===== config.mk =====
export PLATFORM = sky130hd
export DESIGN_NAME = change_dispenser
export DESIGN_NICKNAME = d
export VERILOG_FILES = /design/src/rtl/vend_pkg.sv /design/src/rtl/coin_select.sv /design/src/rtl/change_dispenser.sv
export SDC_FILE = /design/constraint.sdc
export NUM_CORES = 1
export LEC_CHECK = 0
export ABC_AREA = 1
export CORE_ASPECT_RATIO = 1.5
export CORE_MARGIN = 2
export CORE_UTILIZATION = 55
export CTS_BUF_LIST = sky130_fd_sc_hd__clkbuf_16
export CTS_CLUSTER_DIAMETER = 80
export DETAILED_ROUTE_END_ITERATION = 7
export PLACE_DENSITY_LB_ADDON = 0.15
export SLEW_MARGIN = 15
export SYNTH_ARGS = -nofsm -noshare
export SYNTH_HDL_FRONTEND = slang
export SYNTH_HIERARCHICAL = 1
export SYNTH_SLANG_ARGS = --single-unit

===== constraint.sdc =====
create_clock -name clk -period 2.31 [get_ports clk]
set_input_delay 0.462 -clock clk [delete_from_list [all_inputs] [get_ports clk]]
set_output_delay 0.462 -clock clk [all_outputs]
set_load 0.005 [all_outputs]

===== src/rtl/vend_pkg.sv =====
// Shared vending definitions: coin denominations, coin_type encoding and the
// change dispenser state encoding.
package vend_pkg;

    localparam int DENOM_20 = 20;
    localparam int DENOM_10 = 10;
    localparam int DENOM_5  = 5;
    localparam int DENOM_1  = 1;

    // Encoding order doubles as selection priority: lower code = larger coin.
    typedef enum logic [1:0] {
        COIN_20 = 2'd0,
        COIN_10 = 2'd1,
        COIN_5  = 2'd2,
        COIN_1  = 2'd3
    } coin_t;

    typedef enum logic [2:0] {
        ST_IDLE,
        ST_SELECT,
        ST_EMIT,
        ST_GAP,
        ST_DONE
    } disp_state_t;

    function automatic int coin_value(input coin_t c);
        case (c)
            COIN_20: return DENOM_20;
            COIN_10: return DENOM_10;
            COIN_5:  return DENOM_5;
            default: return DENOM_1;
        endcase
    endfunction

endpackage


===== src/rtl/coin_select.sv =====
// Combinational greedy picker: largest denomination that fits the remaining
// amount and still has coins in stock.
module coin_select
    import vend_pkg::*;
#(
    parameter int AMT_W = 7
) (
    input  logic [AMT_W-1:0] remaining,
    input  logic [3:0]       nonzero,
    output logic             found,
    output coin_t            coin_type,
    output logic [AMT_W-1:0] value
);

    always_comb begin
        found     = 1'b0;
        coin_type = COIN_20;
        value     = '0;
        // Walk smallest to largest so the largest eligible coin is written last.
        for (int i = 3; i >= 0; i--) begin
            if (nonzero[i] && (AMT_W'(coin_value(coin_t'(i[1:0]))) <= remaining)) begin
                found     = 1'b1;
                coin_type = coin_t'(i[1:0]);
                value     = AMT_W'(coin_value(coin_t'(i[1:0])));
            end
        end
    end

endmodule


===== src/rtl/change_dispenser.sv =====
// Pays a change amount as individual coin pulses from a finite inventory.
// Optional CHANGE_AUDIT_EN adds a saturating total_paid counter output.
module change_dispenser
    import vend_pkg::*;
#(
    parameter int AMT_W      = 7,
    parameter int INV_W      = 8,
    parameter int INIT_COUNT = 20,
    parameter int GAP_CYCLES = 1
) (
    input  logic             clk,
    input  logic             rst_n,
    input  logic             change_valid,
    input  logic [AMT_W-1:0] change_amount,
    output logic             change_ready,
    input  logic             refill,
    output logic             coin_out,
    output logic [1:0]       coin_type,
    output logic             busy,
    output logic             done,
    output logic [AMT_W-1:0] shortfall,
    output logic [3:0]       inv_empty
`ifdef CHANGE_AUDIT_EN
    ,
    output logic [15:0]      total_paid
`endif
);

    localparam int GAP_W = (GAP_CYCLES > 1) ? $clog2(GAP_CYCLES) : 1;

    disp_state_t      state, state_next;
    logic [AMT_W-1:0] remaining;
    logic [AMT_W-1:0] pay_value;
    coin_t            coin_q;
    logic [GAP_W-1:0] gap_cnt;
    logic [INV_W-1:0] inv [4];
    logic [3:0]       nonzero;
    logic             sel_found;
    coin_t            sel_type;
    logic [AMT_W-1:0] sel_value;

    always_comb begin
        for (int i = 0; i < 4; i++) begin
            nonzero[i] = (inv[i] != '0);
        end
    end

    assign inv_empty    = ~nonzero;
    assign change_ready = (state == ST_IDLE);
    assign busy         = (state != ST_IDLE);
    assign coin_out     = (state == ST_EMIT);
    assign done         = (state == ST_DONE);
    assign coin_type    = coin_q;

    coin_select #(.AMT_W(AMT_W)) u_select (
        .remaining (remaining),
        .nonzero   (nonzero),
        .found     (sel_found),
        .coin_type (sel_type),
        .value     (sel_value)
    );

    always_ff @(posedge clk or negedge rst_n) begin
        if (!rst_n) begin
            state <= ST_IDLE;
        end else begin
            state <= state_next;
        end
    end

    always_comb begin
        state_next = state;
        case (state)
            ST_IDLE:   if (change_valid) state_next = ST_SELECT;
            ST_SELECT: state_next = sel_found ? ST_EMIT : ST_DONE;
            ST_EMIT:   state_next = ST_GAP;
            ST_GAP:    if (gap_cnt == GAP_W'(GAP_CYCLES - 1)) state_next = ST_SELECT;
            ST_DONE:   state_next = ST_IDLE;
            default:   state_next = ST_IDLE;
        endcase
    end

    // Refill is applied before the accept lands, so a coincident payout sees full stock.
    always_ff @(posedge clk or negedge rst_n) begin
        if (!rst_n) begin
            remaining <= '0;
            pay_value <= '0;
            coin_q    <= COIN_20;
            gap_cnt   <= '0;
            shortfall <= '0;
            for (int i = 0; i < 4; i++) begin
                inv[i] <= INV_W'(INIT_COUNT);
            end
        end else begin
            case (state)
                ST_IDLE: begin
                    if (refill) begin
                        for (int i = 0; i < 4; i++) begin
                            inv[i] <= INV_W'(INIT_COUNT);
                        end
                    end
                    if (change_valid) begin
                        remaining <= change_amount;
                        shortfall <= '0;
                    end
                end
                ST_SELECT: begin
                    if (sel_found) begin
                        coin_q    <= sel_type;
                        pay_value <= sel_value;
                    end else begin
                        shortfall <= remaining;
                    end
                end
                ST_EMIT: begin
                    remaining <= remaining - pay_value;
                    if (inv[coin_q] != '0) begin
                        inv[coin_q] <= inv[coin_q] - INV_W'(1);
                    end
                    gap_cnt <= '0;
                end
                ST_GAP: begin
                    gap_cnt <= gap_cnt + GAP_W'(1);
                end
                default: ;
            endcase
        end
    end

`ifdef CHANGE_AUDIT_EN
    logic [16:0] paid_sum;

    assign paid_sum = {1'b0, total_paid} + 17'(pay_value);

    always_ff @(posedge clk or negedge rst_n) begin
        if (!rst_n) begin
            total_paid <= '0;
        end else if (state == ST_EMIT) begin
            total_paid <= paid_sum[16] ? 16'hFFFF : paid_sum[15:0];
        end
    end
`endif

endmodule


# After elaboration in Yosys (flattened, before gate mapping)

Cells that the tools add are included.

Multiply operators: 0
Add/subtract/negate cells: 3
Muxes and demuxes: 31
Equal/unequal tests: 9
Div/mod/pow operators: 0
Shifts and indexed selects: 0
Reduce and logical (&&, ||, !) cells: 20
Magnitude comparators: 6
Bitwise gates (word level): 2

Operator list:

| cell                                                                  | number |
|---|---|
| 32-bit two-way mux                                                    | 2 |
| 32-bit case mux with 2 select lines                                   | 1 |
| 8-bit nonzero test                                                    | 5 |
| 32-bit bitwise mux                                                    | 1 |
| 7-bit case mux with 2 select lines                                    | 2 |
| 8-bit two-way mux                                                     | 3 |
| 7-bit two-way mux                                                     | 3 |
| 8-bit binary-select mux with 2-bit select                             | 1 |
| 8-bit demux with 2-bit select                                         | 1 |
| 3-bit two-way mux                                                     | 4 |
| 3-bit case mux with 4 select lines                                    | 1 |
| 2-bit two-way mux                                                     | 4 |
| 8-bit by 1-bit subtractor with 8-bit output (second input constant)   | 1 |
| 1-bit by 7-bit <= comparator with 1-bit output (first input constant) | 1 |
| 3-bit by 7-bit <= comparator with 1-bit output (first input constant) | 1 |
| 4-bit by 7-bit <= comparator with 1-bit output (first input constant) | 1 |
| 5-bit by 7-bit <= comparator with 1-bit output (first input constant) | 1 |
| 7-bit subtractor                                                      | 1 |
| 3-bit by 2-bit == test with 1-bit output (second input constant)      | 2 |
| 2-bit inequality test (second input constant)                         | 3 |
| 2-bit AND reduction                                                   | 3 |
| 3-bit AND reduction                                                   | 2 |
| 2-bit nonzero test                                                    | 3 |
| 1-bit logical AND                                                     | 5 |
| 14 further kinds                                                      | 19 |

Memories kept: 0
ROM bits: 0
Output and inout port bits: 17
RAM bits: 0
Bits in latches: 0
Word-level logic and storage cells: 81
Bits in registers: 59
Input port bits: 11

# Depth between registers and ports, before layout

Gate-level depths: netlist of run 1.

Word-level depth: 8
Depth in mapped cells: 14
Mapped depth without buffers: 13

# Modules after synthesis

The synthesis of run 1 kept the hierarchy.

Modules (own cells, without submodules):

| module           | seq. area each (µm²) | cells each | times used | area each (µm²) |
|---|---|---|---|---|
| change_dispenser | 1486.4               | 454        | 1          | 3378.2 |
| coin_select      | 0.0                  | 48         | 1          | 219.0 |

# Worst setup path after synthesis of run 1

No wires, ideal clock.

Kind: flip-flop to flip-flop
Start point: register coin_q[0], in the netlist coin_type[0]
End point: register inv[6] (netlist bit)
Setup time: 0.117 ns
Arrival: 1.908 ns
Buffers on the path: 1
Period minus slack after synthesis: 2.025 ns
Setup slack: 0.285 ns
Required time: 2.193 ns
Cell stages (with the launch flop): 15
Cells stage by stage: dfrtp_1 > buf_4 > nand2_1 > inv_1 > nand2_1 > nand2_1 > nor2_4 > ha_1 > nand3_1 > nor2_2 > nand3_2 > nand2_2 > nor2_1 > nand2_1 > nand2_1

Word-level cells in the longest chain between the ends: 8
Elaborated cells on any way between the ends: 16
Those cells by class: 1 x add/sub; 2 x order compare; 1 x eq/ne; 8 x mux; 1 x bitwise; 3 x reduce/logical

Ends and longest elaborated chain:

| item                                                                                                | line                                             | source |
|---|---|---|
| start, declared                                                                                     | change_dispenser.sv:34                           | `coin_t coin_q;` |
| start signal, assigned                                                                              | change_dispenser.sv:109                          | `coin_q <= sel_type;` |
| 2-bit NOT with 3-bit output (implied by the code) (*)                                               | change_dispenser.sv:117, change_dispenser.sv:118 |  |
| 8-bit binary-select mux with 2-bit select, or another cell as far along                             | change_dispenser.sv:117, change_dispenser.sv:118 |  |
| 8-bit two-way mux (implied by the code) / 1-bit logical AND (equally long branches)                 | change_dispenser.sv:117, change_dispenser.sv:118 |  |
| 8-bit two-way mux (on tied branches)                                                                | change_dispenser.sv:117, change_dispenser.sv:118 |  |
| 8-bit by 1-bit subtractor with 8-bit output / 8-bit demux with 2-bit select (equally long branches) | change_dispenser.sv:118                          | `inv[coin_q] <= inv[coin_q] - INV_W'(1);` |
| 32-bit bitwise mux                                                                                  | change_dispenser.sv:118                          |  |
| 32-bit two-way mux                                                                                  | change_dispenser.sv:117                          | `if (inv[coin_q] != '0) begin` |
| 32-bit case mux with 2 select lines                                                                 | change_dispenser.sv:95                           | `case (state)` |
| end signal, assigned by index                                                                       | change_dispenser.sv:92                           | `inv[i] <= INV_W'(INIT_COUNT);` |
| end signal, assigned by index                                                                       | change_dispenser.sv:99                           | `inv[i] <= INV_W'(INIT_COUNT);` |
| end signal, assigned by index                                                                       | change_dispenser.sv:118                          |  |
| end, declared                                                                                       | change_dispenser.sv:36                           | `logic [INV_W-1:0] inv [4];` |

Every way passes the cells marked *; elsewhere a longest branch is shown, timed or not. The select of a mux whose other input is x is not followed.
A chain may end at the register's enable or synchronous reset.

# Worst setup path after layout of run 1

Start point: register inv[29] (netlist bit)
End point: output inv_empty[0]

Word-level cells in the longest chain between the ends: 2

Ends and longest elaborated chain:

| item               | line                   | source |
|---|---|---|
| 8-bit nonzero test | change_dispenser.sv:44 | `nonzero[i] = (inv[i] != '0);` |
| via nonzero[0]     | change_dispenser.sv:37 | `logic [3:0] nonzero;` |
| 4-bit NOT          | change_dispenser.sv:48 | `assign inv_empty = ~nonzero;` |
| end, declared      | change_dispenser.sv:22 | `output logic [3:0] inv_empty` |

The timed path passes the listed nets, and every way through them passes these cells.

==> results.json, run 1 <==
{
  "status": "completed",
  "numCtsBuffers": 9,
  "top_usage_layer": "met2",
  "cts_tree": "built",
  "gr-usage-met2_pct": 54.1,
  "arrival_ps": 1770,
  "h-tree-depth": 3,
  "fin_ws_ps": 79.3,
  "fin_skew_ps": 4.56,
  "dr.pass1.iters": 4,
  "fmax_mhz": 448,
  "ys_seq_area_share_pct": 41.3,
  "die_y_um": 103,
  "grtUsageMet3_pct": 5.77,
  "fin_crit_sh_pct": 96.6,
  "area_delta_synth_final_pct": 24.4,
  "die_w_um": 70.0,
  "grt_overflow": 0,
  "drive_above_1_share_pct": 18.3,
  "yosysMostFrequentCell": "nand2_1",
  "max-clock-path-buffers": 2,
  "p_leak_nw": 2.37,
  "final_nets": 576,
  "period_minus_slack_ps": 2230,
  "synth_area_per_cell_um2": 7.17,
  "grt_usage_pct": 28.9,
  "p_total_w": 0.00706,
  "floorplan.rows": 36,
  "yosysWarnings": 6,
  "use_met1_pct": 29.8,
  "max_cap_violations": 0,
  "start_util_pct": 56.2,
  "gp_congestion": 0.944,
  "cellPowerDensity_nw_per_um2": 1580,
  "antenna_found_initial": 0,
  "hold_viol_final": 0,
  "wl_per_cell_um": 15.0,
  "ys_types": 32,
  "start_kind": "flop",
  "ir_drop_uv": 791,
  "yosys-top-cells-count": "nand2_1, inv_1, dfrtp_1",
  "rsz0062_at_grt": "true",
  "hold_slack_ps": 121,
  "hold_class": "input port to asynchronous set/reset pin",
  "synth_top_area_cell": "dfrtp_1",
  "async_reset_ff_share_pct": 100,
  "synth_edf_count": 0,
  "synth_area_leaders": "dfrtp_1, nand2_1, inv_1",
  "cts_sinks": 59,
  "fin_tns_setup_ps": 0,
  "cpMaxStageDelayCell": "clkdlybuf4s50_1",
  "ant_nets": 0,
  "numPortBuffers": 27,
  "grt_pass1_wl_um": 15900,
  "relSlewSlack_pct": 59.9,
  "drv_slew": 0,
  "fin_util_pct": 70.0,
  "die_area_um2": 7220,
  "pre_cts_ws_ps": -5.39,
  "route.detailed.drc": 0,
  "worstSetupPathType": "flop to primary output",
  "synth_top_area_share_pct": 35.5,
  "path_cells": "nor4_1 > nand2_1 > inv_1 > clkdlybuf4s50_1",
  "cp_max_fo": 3,
  "ys_seq_elements": 59,
  "fp.coreArea_um2": 6400,
  "viasPerCell": 5.39,
  "path_clk_slew_ps": 50,
  "netlist_instances": 502,
  "drt_iter0_drc": 164,
  "cts.hold.buffers_added": 0,
  "ios": 28,
  "worst_ep_required_time_ps": 1850,
  "grt_max_degree": 60,
  "grt_pass1_vias": 3373,
  "ys.flop_type": "dfrtp_1",
  "setup_violations": 0,
  "synth_area_um2": 3600,
  "diodes": 0,
  "vias": 3442,
  "clk_latency_ps": 330,
  "finalWirelength_um": 9600,
  "critPathMaxStageDelay_ps": 500,
  "endpoint_kind": "primary output",
  "tightest_slew_ps": 595,
  "cts-root-buf": "clkbuf_16",
  "place_hpwl_um": 7170
}
power by group:
| part | leakage [nW] | switching (W) | internal [W] |
|---|---|---|---|
| clock network | 0.125 | 0.000468 | 0.000717 |
| registers | 0.748 | 0.000397 | 0.00148 |
| logic | 1.49 | 0.00239 | 0.00161 |
timing repair:
item / 4_1_cts / 5_1_grt
gates cloned: 0 / 1
pin swaps: 4 / 9
resized for setup: 7 / 20
setup buffers: 6 / 6
endpoints found under the setup margin: 7 / 45
layout by cell type, fill, tap and decap left out, types with 3 or more instances in the layout:
cell type and instances:
clkbuf_16 9, inv_2 4, clkinvlp_4 3, nor2_4 5, ha_1 7, nand3_1 35, a21oi_1 12, nor4_1 3
o21ai_1 3, o21ai_0 25, xor2_1 3, nand3_2 10, dfstp_2 8, clkdlybuf4s50_1 24, nor4_4 3, buf_4 29
nand2_1 192, dfrtp_1 49, nor2_1 28, nor2_2 11, nand4_1 7, nor4_2 3, nand2_2 5, inv_1 57
critical path: cells and delay by family, from the launching register on:
| kind | cells | cell delay (ps) |
|---|---|---|
| buffers and inverters | 2 | 590 |
| and+or+nand+nor | 2 | 440 |
| DFF | 1 | 400 |
state kept, by name, indices dropped and copies added, names as in the netlist:
register and count:
coin_type 2, inv 32, shortfall 7, pay_value 7, gap_cnt 1, state 3
remaining 7
stage by stage:
step	cell area (um2)	cells
2_1_floorplan	3600	503
6_report	4470	638
3_3_place_gp	4010	610
5_1_grt	4470	638
4_1_cts	4350	632
3_5_place_dp	4010	610
final cells by class:
cell class,instances,area [um2]
Clock inverter,7,45.0
Tap cell,76,95.1
Multi-Input combinational cell,368,1880
Inverter,61,229
Timing Repair Buffer,58,512
Sequential cell,59,1490
Fill cell,549,1920
Clock buffer,9,225
path summary, 6_finish.rpt:
kind                                     start                  endpoint  slack (ps)  depth (start not counted)
max in group asynchronous                rst_n       inv[12]$_DFFE_PN1P_        1870                          2
max                        inv[29]$_DFFE_PN0P_              inv_empty[0]          80                          4
min in group clk           inv[28]$_DFFE_PN1P_       inv[28]$_DFFE_PN1P_         470                          2
max reg2reg                inv[21]$_DFFE_PN0P_  shortfall[0]$_DFFE_PN0P_         110                         14
min reg2reg                inv[28]$_DFFE_PN1P_       inv[28]$_DFFE_PN1P_         470                          2
min                                      rst_n       inv[31]$_DFFE_PN0P_         120                          2
per-layer routing:
layer / vias up / routed length, um
met5: - / 0
met4: 0 / 546
met3: 41 / 293
met2: 87 / 5170
met1: 1615 / 3590
li1: 1699 / -
kinds of logic (layout without fill, tap and decap cells):
group,after synthesis,after routing,share of synthesized area [%]
buf+inv,76,135,9.25
flops,59,59,41.3
fa+ha+maj,8,8,2.99
other cells,1,2,0.104
xor+xnor,6,6,1.46
mux,1,1,0.278
simple gates,306,306,38.1
compound gates,45,45,6.54
Power figures use the tool's default switching activity.
==> run 2, diff against run 1 <==
--- a/config.mk
+++ b/config.mk
@@ -6,6 +6,7 @@
 export NUM_CORES = 1
 export LEC_CHECK = 0
 export ABC_AREA = 1
+export CAP_MARGIN = 25
 export CORE_ASPECT_RATIO = 1.5
 export CORE_MARGIN = 2
 export CORE_UTILIZATION = 55
==> results of run 2 <==
Final layout, timing and power as in run 1 (identical DEF).
